===== config.mk =====
export PLATFORM = sky130hd
export DESIGN_NAME = board_update_sequencer_flat
export DESIGN_NICKNAME = d
export VERILOG_FILES = /design/src/rtl/board_update_sequencer_if.sv /design/src/rtl/board_update_sequencer.sv /design/src/flat_wrapper.sv
export SDC_FILE = /design/constraint.sdc
export NUM_CORES = 1
export LEC_CHECK = 0
export BUFFER_PORTS_ARGS = -buffer_cell sky130_fd_sc_hd__buf_2
export CAP_MARGIN = 0
export CORE_UTILIZATION = 58
export CTS_CLUSTER_DIAMETER = 200
export DETAILED_ROUTE_END_ITERATION = 10
export PLACE_DENSITY = 0.85
export SKIP_LAST_GASP = 1
export SLEW_MARGIN = 5
export SYNTH_ARGS = -nofsm -noshare
export SYNTH_HDL_FRONTEND = slang
export SYNTH_SLANG_ARGS = --single-unit

===== constraint.sdc =====
create_clock -name full_clock -period 6.2 [get_ports full_clock]
set_input_delay 0.93 -clock full_clock [delete_from_list [all_inputs] [get_ports full_clock]]
set_output_delay 0.93 -clock full_clock [all_outputs]
set_load 0.05 [all_outputs]

===== src/rtl/board_update_sequencer_if.sv =====
// Board update sequencer bus: move request handshake, init request,
// board write port and game status. The master side is the game
// controller; the slave side is the sequencer that updates the board.
interface board_update_sequencer_if #(
    parameter int ADDR_W  = 6,
    parameter int PIECE_W = 4
);
    logic               init_req;
    logic               move_valid;
    logic               move_ready;
    logic [ADDR_W-1:0]  move_src;
    logic [ADDR_W-1:0]  move_dst;
    logic [PIECE_W-1:0] move_piece;
    logic               wr_en;
    logic [ADDR_W-1:0]  wr_addr;
    logic [PIECE_W-1:0] wr_piece;
    logic               busy;
    logic               done;
    logic               side_to_move;
    logic [7:0]         move_count;

    modport master (
        output init_req, move_valid, move_src, move_dst, move_piece,
        input  move_ready, wr_en, wr_addr, wr_piece, busy, done,
               side_to_move, move_count
    );

    modport slave (
        input  init_req, move_valid, move_src, move_dst, move_piece,
        output move_ready, wr_en, wr_addr, wr_piece, busy, done,
               side_to_move, move_count
    );
endinterface


===== src/rtl/board_update_sequencer.sv =====
// Board update sequencer: turns a move request into two board writes
// (destination gets the piece, source is cleared) and reloads the
// new-game layout one square per cycle on request. Tracks whose turn
// it is and how many moves have been completed since the last init.
module board_update_sequencer #(
    parameter int ADDR_W  = 6,
    parameter int PIECE_W = 4
) (
    input  logic                     full_clock,
    input  logic                     Reset,
    board_update_sequencer_if.slave  bus
);
    localparam logic [1:0] IDLE     = 2'd0;
    localparam logic [1:0] MOVE_DST = 2'd1;
    localparam logic [1:0] MOVE_SRC = 2'd2;
    localparam logic [1:0] INIT     = 2'd3;

    logic [1:0]         r_state;
    logic [5:0]         r_counter;
    logic               r_initPend;
    logic [ADDR_W-1:0]  r_src;
    logic [ADDR_W-1:0]  r_dst;
    logic [PIECE_W-1:0] r_piece;
    logic               r_side;
    logic [7:0]         r_moveCount;

    logic               w_idle;
    logic               w_moveReady;
    logic               w_accept;
    logic               w_initStart;
    logic [2:0]         w_backType;
    logic [3:0]         w_layoutPiece;

    // A pending or fresh init request blocks move acceptance so that init wins.
    assign w_idle      = (r_state == IDLE);
    assign w_moveReady = w_idle && !bus.init_req && !r_initPend;
    assign w_accept    = w_moveReady && bus.move_valid;
    assign w_initStart = w_idle && (bus.init_req || r_initPend);

    assign bus.move_ready   = w_moveReady;
    assign bus.busy         = !w_idle;
    assign bus.side_to_move = r_side;
    assign bus.move_count   = r_moveCount;

    // Back-rank piece type by column: rook, knight, bishop, queen, king, bishop, knight, rook.
    always_comb begin
        w_backType = 3'd0;
        case (r_counter[2:0])
            3'd0:    w_backType = 3'd4;
            3'd1:    w_backType = 3'd2;
            3'd2:    w_backType = 3'd3;
            3'd3:    w_backType = 3'd5;
            3'd4:    w_backType = 3'd6;
            3'd5:    w_backType = 3'd3;
            3'd6:    w_backType = 3'd2;
            default: w_backType = 3'd4;
        endcase
    end

    // New-game layout: black on rows 0-1 (colour bit set), white on rows 6-7, pawns are type 1.
    always_comb begin
        w_layoutPiece = 4'h0;
        case (r_counter[5:3])
            3'd0:    w_layoutPiece = {1'b1, w_backType};
            3'd1:    w_layoutPiece = 4'h9;
            3'd6:    w_layoutPiece = 4'h1;
            3'd7:    w_layoutPiece = {1'b0, w_backType};
            default: w_layoutPiece = 4'h0;
        endcase
    end

    // Board write port and completion pulse are decoded from the current state only.
    always_comb begin
        bus.wr_en    = 1'b0;
        bus.wr_addr  = '0;
        bus.wr_piece = '0;
        bus.done     = 1'b0;
        case (r_state)
            MOVE_DST: begin
                bus.wr_en    = 1'b1;
                bus.wr_addr  = r_dst;
                bus.wr_piece = r_piece;
            end
            MOVE_SRC: begin
                bus.wr_en    = 1'b1;
                bus.wr_addr  = r_src;
                bus.done     = 1'b1;
            end
            INIT: begin
                bus.wr_en    = 1'b1;
                bus.wr_addr  = ADDR_W'(r_counter);
                bus.wr_piece = PIECE_W'(w_layoutPiece);
                bus.done     = (r_counter == 6'd63);
            end
            default: ;
        endcase
    end

    // Sequencer state, latched move and game status; init requests seen mid-move are deferred.
    always_ff @(posedge full_clock or posedge Reset) begin
        if (Reset) begin
            r_state     <= IDLE;
            r_counter   <= 6'd0;
            r_initPend  <= 1'b0;
            r_src       <= '0;
            r_dst       <= '0;
            r_piece     <= '0;
            r_side      <= 1'b0;
            r_moveCount <= 8'd0;
        end else begin
            case (r_state)
                IDLE: begin
                    if (w_initStart) begin
                        r_state    <= INIT;
                        r_counter  <= 6'd0;
                        r_initPend <= 1'b0;
                    end else if (w_accept && (bus.move_src != bus.move_dst)) begin
                        r_src   <= bus.move_src;
                        r_dst   <= bus.move_dst;
                        r_piece <= bus.move_piece;
                        r_state <= MOVE_DST;
                    end
                end
                MOVE_DST: begin
                    if (bus.init_req) r_initPend <= 1'b1;
                    r_state <= MOVE_SRC;
                end
                MOVE_SRC: begin
                    if (bus.init_req) r_initPend <= 1'b1;
                    r_side      <= ~r_side;
                    r_moveCount <= r_moveCount + 8'd1;
                    r_state     <= IDLE;
                end
                INIT: begin
                    if (r_counter == 6'd63) begin
                        r_side      <= 1'b0;
                        r_moveCount <= 8'd0;
                        r_state     <= IDLE;
                    end else begin
                        r_counter <= r_counter + 6'd1;
                    end
                end
                default: r_state <= IDLE;
            endcase
        end
    end
endmodule

===== src/flat_wrapper.sv =====
// flat-port wrapper written by rule: the top's interface ports become plain ports
module board_update_sequencer_flat 
#(
    parameter int ADDR_W  = 6,
    parameter int PIECE_W = 4
)
  (full_clock, Reset, bus_init_req, bus_move_valid, bus_move_src, bus_move_dst, bus_move_piece, bus_move_ready, bus_wr_en, bus_wr_addr, bus_wr_piece, bus_busy, bus_done, bus_side_to_move, bus_move_count);
  board_update_sequencer_if #(.ADDR_W(ADDR_W), .PIECE_W(PIECE_W)) bus_i ();
  input  logic full_clock;
  input  logic Reset;
  input wire logic [$bits(bus_i.init_req)-1:0] bus_init_req;
  input wire logic [$bits(bus_i.move_valid)-1:0] bus_move_valid;
  input wire logic [$bits(bus_i.move_src)-1:0] bus_move_src;
  input wire logic [$bits(bus_i.move_dst)-1:0] bus_move_dst;
  input wire logic [$bits(bus_i.move_piece)-1:0] bus_move_piece;
  output wire logic [$bits(bus_i.move_ready)-1:0] bus_move_ready;
  output wire logic [$bits(bus_i.wr_en)-1:0] bus_wr_en;
  output wire logic [$bits(bus_i.wr_addr)-1:0] bus_wr_addr;
  output wire logic [$bits(bus_i.wr_piece)-1:0] bus_wr_piece;
  output wire logic [$bits(bus_i.busy)-1:0] bus_busy;
  output wire logic [$bits(bus_i.done)-1:0] bus_done;
  output wire logic [$bits(bus_i.side_to_move)-1:0] bus_side_to_move;
  output wire logic [$bits(bus_i.move_count)-1:0] bus_move_count;
  assign bus_i.init_req = bus_init_req;
  assign bus_i.move_valid = bus_move_valid;
  assign bus_i.move_src = bus_move_src;
  assign bus_i.move_dst = bus_move_dst;
  assign bus_i.move_piece = bus_move_piece;
  assign bus_move_ready = bus_i.move_ready;
  assign bus_wr_en = bus_i.wr_en;
  assign bus_wr_addr = bus_i.wr_addr;
  assign bus_wr_piece = bus_i.wr_piece;
  assign bus_busy = bus_i.busy;
  assign bus_done = bus_i.done;
  assign bus_side_to_move = bus_i.side_to_move;
  assign bus_move_count = bus_i.move_count;
  board_update_sequencer #(.ADDR_W(ADDR_W), .PIECE_W(PIECE_W)) u_core (.full_clock(full_clock), .Reset(Reset), .bus(bus_i));
endmodule

==> metrics.cfg, run 1 <==
[clock_tree]
cts.sinks=34
numCtsBuffers=5
clk_latency_ns=0.33
post_cts_buffers=0
clk_root_buffer_cell=clkbuf_4
cts_resized=0
clk_pin_slew_worst_paths_ns=0.11
holdBufCountCts=0
cts_tree=done
htreeDepth=2
cts_buffer_depth=2

[power]
sw_frac_of_total=0.484
peakVddDrop_mv=0.278
p_per_area_nw_per_um2=516
pwr-share-seq=0.325
p_clk_frac=0.136
pwr-share-comb=0.539
totalPowerFinal_mw=1.15
p_sw_mw=0.557
p_int_mw=0.595
leakage_nw=1.06

[worst_setup_path]
cpMaxStageDelayCell=ha_1
rr_worst_depth=6
arrival_ns=2.32
start_kind=flop
cp_cell_sequence=ha_1, nand2_1, nor2_1, or2_2, buf_2
critPathTopFamily=simple AND/OR/NAND/NOR gates
crit_path_end_kind=output pin
cp_max_fo=18
path_class=flop to output pin
cp.required_ns=5.27
crit_buf_inv=1
critPathMaxStageDelay_ns=0.57
cp.depth=5

[synthesis]
ys_seq_elements=34
synth_fp_nets=218
yosysSeqAreaShare=0.440
synth.top_cell.area_share=0.440
syn_avg_cell_area_um2=10.3
synthesis.area_um2=1930
yosys-top-cells-area=dfrtp_1 (44%), mux2_2 (9.9%), ha_1 (7.1%)
syn_inst=187
synth_cell_types=39
yosys_warnings=0
yosys.area.top_type=dfrtp_1
synth_edf_count=0
synth_ff_type=dfrtp_1
synthArstFlopShare=1.00

[sta]
worst_slack_ns=2.95
skew_ns=0.00969
rsz0062_at_grt=false
fin_tns_setup_ns=0
finalCriticalPeriod_ns=3.25
setup_viol=0
fmax_ghz=0.308
hold_violations=0
slew_headroom=0.541
slew_viol_final=0
period_share=0.524
tightest_slew_ns=0.689

[finish]
syn2layout_area_growth_pct=15.5
diodes=0
layout-drive-gt1-share=0.310
fill_cells=253
fin_area_um2=2230
nNetsFinal=259

[floorplanning]
initial_core_util=0.623
die_h_um=59.7
die_x_um=59.7
row_count=20
coreArea_um2=3100
io_pins=43
die-area_um2=3570

[drt]
ant_nets=0
routedWlPerCell_um=15.2
vias_per_cell=5.59
firstDrtPassIters=4
vias=1527
drt_iter0_markers=82
finalWirelength_um=4140
route.detailed.drc=0

[hold_path]
hold-path-cell-count=1
hold_class=flop to flop

[global_routing]
grt_pass1_vias=1524
grt.total_usage=0.262
grt_pass1_wl_um=6800
antenna_found_initial=0
grt_max_degree=35
overflow=0

[placement]
port_buffers=42
detailedPlace.worstSlack_ns=3.33
place_congestion=0.814
dpl.hpwl_um=3110
placed_cell_area_um2=2160

[status]
status=finished clean

[run]
drv_cap=0

==> power groups by stage <==
stage | sequential (mW) | clock, mW | combinational [mW]
2_1_floorplan | 0.415 | 0 | 0.451
3_3_place_gp | 0.372 | 0 | 0.604
3_5_place_dp | 0.378 | 0 | 0.615
4_1_cts | 0.373 | 0.159 | 0.620
5_1_grt | 0.383 | 0.168 | 0.668
6_report | 0.375 | 0.157 | 0.620
==> kinds of logic (layout without fill, tap and decap cells) <==
| logic type | Yosys count | count (layout) | synth area share |
|---|---|---|---|
| AOI/OAI and AO/OA | 37 | 37 | 0.142 |
| DFF | 34 | 34 | 0.440 |
| adders and majority gates | 11 | 11 | 0.0712 |
| and+or+nand+nor | 53 | 53 | 0.130 |
| muxes | 20 | 20 | 0.117 |
| buffers and inverters | 21 | 63 | 0.0498 |
| xor gates and xnor gates | 11 | 11 | 0.0498 |
==> worst paths after layout <==
path | start | end | slack (ns)
max | u_core.r_state[0] | bus_done | 2.95
min | u_core.bus.side_to_move | u_core.bus.side_to_move | 0.50
max reg2reg | u_core.r_state[1] | u_core.r_state[0] | 3.89
min reg2reg | u_core.bus.side_to_move | u_core.bus.side_to_move | 0.50
min in group asynchronous | Reset | u_core.r_state[1] | 0.67
max in group asynchronous | Reset | u_core.r_piece[2] | 5.22
==> cell usage after synthesis, types with 2 or more instances <==
master / instances
or3_1: 5
a211oi_1: 2
o211ai_1: 2
nand2_1: 15
nor2b_1: 3
inv_1: 11
buf_2: 2
dfrtp_1: 34
a21oi_1: 4
nand4_1: 4
a222oi_1: 6
buf_4: 2
xnor2_1: 5
nand3_1: 2
ha_1: 11
o21ai_0: 12
a22o_1: 2
nor2_1: 17
clkbuf_1: 5
mux2_2: 17
mux2i_1: 2
xor2_1: 6
o31ai_1: 2
==> through the flow <==
stage / util / hold slack (ns) / cells
after floorplan: - / 0.476 / 187
after global placement: 0.696 / 0.485 / 265
after detailed placement: 0.696 / 0.484 / 265
after CTS: 0.720 / 0.496 / 273
after global routing: 0.720 / 0.507 / 273
final: 0.720 / 0.500 / 273
==> metal layers <==
layer  track usage  vias up  wire length (µm)
met5             0        -                 0
met4         0.113        0                44
met3        0.0498        5               168
met2         0.402       43              2010
met1         0.365      725              1920
li1              -      754                 -
==> placed cells by master (no fill, tap or decap), drive strengths merged <==
cell type,netlist,final
nor4,1,1
o221ai,1,1
or3,5,5
o311ai,2,2
o31ai,2,2
nor3,1,1
a222oi,6,6
inv,11,11
a21oi,4,4
clkbuf,5,7
nand4,4,4
o221a,1,1
o21ai,12,12
nor2,17,17
buf,5,44
o22a,1,1
a211oi,2,2
ha,11,11
or4,1,1
nand2b,1,1
xnor2,5,5
a32o,1,1
xor2,6,6
and3,1,1
a22o,2,2
or3b,1,1
dfrtp,34,34
o211ai,2,2
o21a,1,1
or2,1,1
nor2b,3,3
mux2i,2,2
nand2,15,15
nand3,2,2
mux2,18,18
bufinv,0,1
==> sequential cells by signal, indices dropped and copies added, names as in the netlist <==
register / flops
u_core.bus.move_count: 8
u_core.bus.side_to_move: 1
u_core.r_counter: 6
u_core.r_dst: 6
u_core.r_initPend: 1
u_core.r_piece: 4
u_core.r_src: 6
u_core.r_state: 2
==> layout make-up <==
cell class / instances / area [µm²] / share of cell area
clock inverters: 1 / 30.0 / 0.0134
repair buffers: 44 / 225 / 0.101
flip-flops and latches: 34 / 851 / 0.381
clock buffers: 7 / 45.0 / 0.0202
multi-input cells: 132 / 986 / 0.441
well taps: 44 / 55.1 / 0.0246
inverters: 11 / 41.3 / 0.0185
Power figures use the tool's default switching activity.
==> run 2: changes to the inputs <==
--- a/config.mk
+++ b/config.mk
@@ -7,10 +7,10 @@
 export LEC_CHECK = 0
 export BUFFER_PORTS_ARGS = -buffer_cell sky130_fd_sc_hd__buf_2
 export CAP_MARGIN = 0
-export CORE_UTILIZATION = 58
+export CORE_UTILIZATION = 54
 export CTS_CLUSTER_DIAMETER = 200
 export DETAILED_ROUTE_END_ITERATION = 10
-export PLACE_DENSITY = 0.85
+export PLACE_DENSITY = 0.8
 export SKIP_LAST_GASP = 1
 export SLEW_MARGIN = 5
 export SYNTH_ARGS = -nofsm -noshare
==> constraint.sdc (replaced) <==
create_clock -name full_clock -period 3.3 [get_ports full_clock]
set_input_delay 0.495 -clock full_clock [delete_from_list [all_inputs] [get_ports full_clock]]
set_output_delay 0.495 -clock full_clock [all_outputs]
set_load 0.05 [all_outputs]
==> run 2 against run 1 <==
Effect of this change:
- flip-flop and latch count unchanged
- critical endpoint unchanged
- power up 82%
- sequential share of layout area up 0.21 points
- routed wire length down 6.8%
- utilization down 6.5 points
==> metrics.cfg, run 2 (synthesis gave the netlist of run 1 again) <==
[status]
status=finished clean

[floorplanning]
die_x_um=61.8
initial_core_util=0.570
die-area_um2=3820
io_pins=43
coreArea_um2=3390
row_count=21
die_h_um=61.8

[global_routing]
overflow=0
grt_max_degree=35
grt_pass1_vias=1389
grt.total_usage=0.227
antenna_found_initial=0
grt_pass1_wl_um=6170

[power]
totalPowerFinal_mw=2.09
pwr-share-comb=0.551
p_per_area_nw_per_um2=941
peakVddDrop_mv=0.618
pwr-share-seq=0.333
p_sw_mw=1.03
sw_frac_of_total=0.493
p_clk_frac=0.116
leakage_nw=1.05
p_int_mw=1.06

[sta]
slew_viol_final=0
period_share=0.862
worst_slack_ns=0.455
fin_tns_setup_ns=0
finalCriticalPeriod_ns=2.84
tightest_slew_ns=0.664
rsz0062_at_grt=false
fmax_ghz=0.352
hold_violations=0
slew_headroom=0.557
setup_viol=0
skew_ns=0.00709

[worst_setup_path]
crit_path_end_kind=output pin
cp_max_fo=18
critPathMaxStageDelay_ns=0.54
cp.required_ns=2.80
cpMaxStageDelayCell=ha_1
arrival_ns=2.35
start_kind=flop
path_class=flop to output pin
cp_cell_sequence=ha_1, nand2_1, nor2_1, or2_2, buf_2

[placement]
port_buffers=42
dpl.hpwl_um=2910
place_congestion=0.781
detailedPlace.worstSlack_ns=0.843
placed_cell_area_um2=2160

[clock_tree]
clk_pin_slew_worst_paths_ns=0.11
clk_latency_ns=0.34
cts_resized=0
numCtsBuffers=5
cts_buffer_depth=2
cts.sinks=34
holdBufCountCts=0
htreeDepth=2
post_cts_buffers=0
cts_tree=done
clk_root_buffer_cell=clkbuf_4

[hold_path]
hold_class=input pin to asynchronous set/reset pin

[drt]
ant_nets=0
firstDrtPassIters=4
drt_iter0_markers=89
routedWlPerCell_um=14.0
vias_per_cell=5.66
route.detailed.drc=0
vias=1557
finalWirelength_um=3860

[finish]
utilization=0.655
final_cell_mix=buf_2 (42), dfrtp_1 (34), mux2_2 (17), nor2_1 (17), nand2_1 (15)
syn2layout_area_growth_pct=14.9
fin_area_um2=2220
largest_register_ffs=8
fill_cells=297
nNetsFinal=259
diodes=0
final_common_cell=buf_2
layout-drive-gt1-share=0.314

[run]
drv_cap=0

run 2: changes by cell type in the layout (fill, tap and decap cells not counted):
| cell | previous run | this run |
|---|---|---|
| bufinv_16 | 1 | 0 |
| clkbuf_1 | 2 | 1 |
| clkbuf_8 | 0 | 1 |
| clkinv_2 | 0 | 1 |
run 2: worst max-delay path: cells and delay by family, from the launching register on:
kind / cells / cell delay, ns
adders and majority gates: 1 / 0.54
DFF: 1 / 0.41
and+or+nand+nor: 3 / 0.80
buffers and inverters: 1 / 0.25
run 2: power by group through the flow:
stage / Clock, mW / Sequential, mW / Combinational, mW
after global placement: 0 / 0.697 / 1.14
after global routing: 0.265 / 0.718 / 1.25
after CTS: 0.249 / 0.695 / 1.16
after floorplan: 0 / 0.780 / 0.847
after detailed placement: 0 / 0.704 / 1.16
final: 0.242 / 0.697 / 1.15
run 2: final timing paths:
check / start / to / slack (ns) / cells after the start
setup / recovery: u_core.r_state[0] / bus_done / 0.46 / 5
hold / removal: Reset / u_core.r_src[5] / 0.22 / 3
setup reg to reg: u_core.r_state[1] / u_core.r_state[0] / 1.03 / 6
hold reg to reg: u_core.bus.side_to_move / u_core.bus.side_to_move / 0.50 / 1
max in group asynchronous: Reset / u_core.bus.move_count[7] / 2.77 / 3
min in group full_clock: bus_move_piece[2] / u_core.r_piece[2] / 0.38 / 2
run 2: routing by layer:
layer  track usage  routed length (µm)
met1         0.289                1780
met2         0.367                1800
met3        0.0642                 211
met5             0                   0
met4        0.0889                  67
run 2: cell type report:
type | instances | area (µm²) | share of cell area
clock buffer | 7 | 55.1 | 0.0248
inverter | 11 | 41.3 | 0.0186
clock inverter | 1 | 5.00 | 0.00225
multi-input combinational | 132 | 986 | 0.444
timing repair buffer | 44 | 225 | 0.101
sequential | 34 | 851 | 0.383
tap | 46 | 57.6 | 0.0259
run 2: metrics by stage:
| stage | cells | hold WS (ns) |
|---|---|---|
| floorplan | 187 | 0.476 |
| global placement | 267 | 0.489 |
| detailed placement | 267 | 0.495 |
| CTS | 275 | 0.232 |
| global route | 275 | 0.273 |
| finish | 275 | 0.219 |
==> run 3: changes to the inputs <==
--- a/config.mk
+++ b/config.mk
@@ -11,6 +11,7 @@
 export CTS_CLUSTER_DIAMETER = 200
 export DETAILED_ROUTE_END_ITERATION = 10
 export PLACE_DENSITY = 0.8
+export REMOVE_ABC_BUFFERS = 1
 export SKIP_LAST_GASP = 1
 export SLEW_MARGIN = 5
 export SYNTH_ARGS = -nofsm -noshare
==> run 3 against run 2 <==
Effect of this change:
- power is 1.3% lower
- flip-flop and latch count unchanged
- register-to-register slack worse by 0.02 ns
- non-clock buffer count stayed put
- critical path type unchanged
- largest cell class unchanged
- largest power group unchanged
- highest routed layer unchanged
==> metrics.cfg, run 3 (synthesis gave the netlist of run 1 again) <==
[clock_tree]
cts.sinks=34
numCtsBuffers=5
clk_pin_slew_worst_paths_ns=0.10
clk_latency_ns=0.33
htreeDepth=2
post_cts_buffers=0
cts_buffer_depth=2
cts_resized=0
clk_root_buffer_cell=clkbuf_4
cts_tree=done
holdBufCountCts=0

[worst_setup_path]
critPathMaxStageDelay_ns=0.54
cp_max_fo=18
path_class=flop to output pin
cp_cell_sequence=ha_1, nand2_1, nor2_1, or2_2, buf_2
rr_worst_depth=6
crit_end=bus_done
r2r_start=u_core.r_state[0]
crit_path_end_kind=output pin
crit_start=u_core.r_state[0]
r2r_slack_ns=1.01
cp.required_ns=2.80
start_kind=flop
arrival_ns=2.33
cpMaxStageDelayCell=ha_1
timing.rr.end=u_core.r_state[0]

[status]
status=finished clean

[drt]
finalWirelength_um=3860
vias=1577
route.detailed.drc=0
drt_iter0_markers=88
firstDrtPassIters=4
vias_per_cell=5.76
routedWlPerCell_um=14.1
ant_nets=0

[sta]
tightest_slew_ns=0.667
fmax_ghz=0.355
hold_violations=0
setup_viol=0
fin_tns_setup_ns=0
slew_viol_final=0
rsz0062_at_grt=false
slew_headroom=0.555
period_share=0.855
finalCriticalPeriod_ns=2.82
skew_ns=0.00661

[finish]
fin_area_um2=2210
seq_area_um2=851
layout-drive-gt1-share=0.307
final_common_cell=buf_2
final_cell_mix=buf_2 (42), dfrtp_1 (34), mux2_2 (17), nor2_1 (17), nand2_1 (15)
syn2layout_area_growth_pct=14.1
fill_cells=287
nNetsFinal=259
multi_input_area_um2=986
diodes=0
largest_register_ffs=8

[floorplanning]
die-area_um2=3820
row_count=21
initial_core_util=0.570
die_x_um=61.8
coreArea_um2=3390
die_h_um=61.8
io_pins=43

[placement]
place_congestion=0.768
dpl.hpwl_um=2910
port_buffers=42
placed_cell_area_um2=2160

[global_routing]
grt.total_usage=0.237
overflow=0
grt_pass1_wl_um=6460
grt_max_degree=35
grt_pass1_vias=1501
antenna_found_initial=0

[run]
drv_cap=0

[power]
leakage_nw=1.04
peakVddDrop_mv=0.494
p_per_area_nw_per_um2=936

[hold_path]
hold_class=input pin to asynchronous set/reset pin

[run 3: changes by cell type in the layout (fill, tap and decap cells not counted), sizes merged]
| cell | change |
|---|---|
| clkinv | -1 |
[run 3: how the worst min path moves through the flow]
stage               cells after the start                      end  slack, ns               startpoint
floorplan                               1        u_core.r_initPend       0.48        u_core.r_initPend
global placement                        1  u_core.bus.side_to_move       0.48  u_core.bus.side_to_move
detailed placement                      1  u_core.bus.side_to_move       0.48  u_core.bus.side_to_move
CTS                                     3        u_core.r_piece[2]       0.24                    Reset
global route                            3        u_core.r_piece[1]       0.27                    Reset
finish                                  3      u_core.r_counter[5]       0.24                    Reset
[run 3: layout make-up]
cell class,count,area share
multi-input combinational,132,0.447
timing repair buffer,44,0.102
inverter,11,0.0187
clock buffer,7,0.0204
tap,46,0.0261
sequential,34,0.386
[run 3: where the power goes]
part,switching [mW],internal [mW],total [mW]
Clock,0.129,0.0803,0.209
Sequential,0.124,0.577,0.701
Combinational,0.773,0.381,1.15
[run 3: worst max-delay path, delay by kind of cell (launching register included)]
family,cells,cell delay (ns)
adders and majority gates,1,0.54
buffers and inverters,1,0.25
DFF,1,0.42
and+or+nand+nor,3,0.78
[run 3: routing by layer]
metal / up-vias / GRT usage / part of all wire
met3: 4 / 0.0787 / 0.055
met4: 0 / 0.114 / 0.0083
met2: 47 / 0.395 / 0.50
met5: - / 0 / 0
met1: 773 / 0.276 / 0.43
li1: 753 / - / -
[run 3: stage by stage]
| stage | utilization | instances | power, mW | setup WS (ns) | hold slack (ns) |
|---|---|---|---|---|---|
| 4_1_cts | 0.651 | 274 | 2.08 | 0.447 | 0.235 |
| 6_report | 0.651 | 274 | 2.06 | 0.480 | 0.235 |
| 5_1_grt | 0.651 | 274 | 2.22 | 0.233 | 0.272 |
| 3_5_place_dp | 0.638 | 267 | 1.86 | 0.834 | 0.484 |
| 3_3_place_gp | 0.638 | 267 | 1.83 | 0.882 | 0.485 |
| 2_1_floorplan | - | 177 | 1.59 | 0.728 | 0.476 |
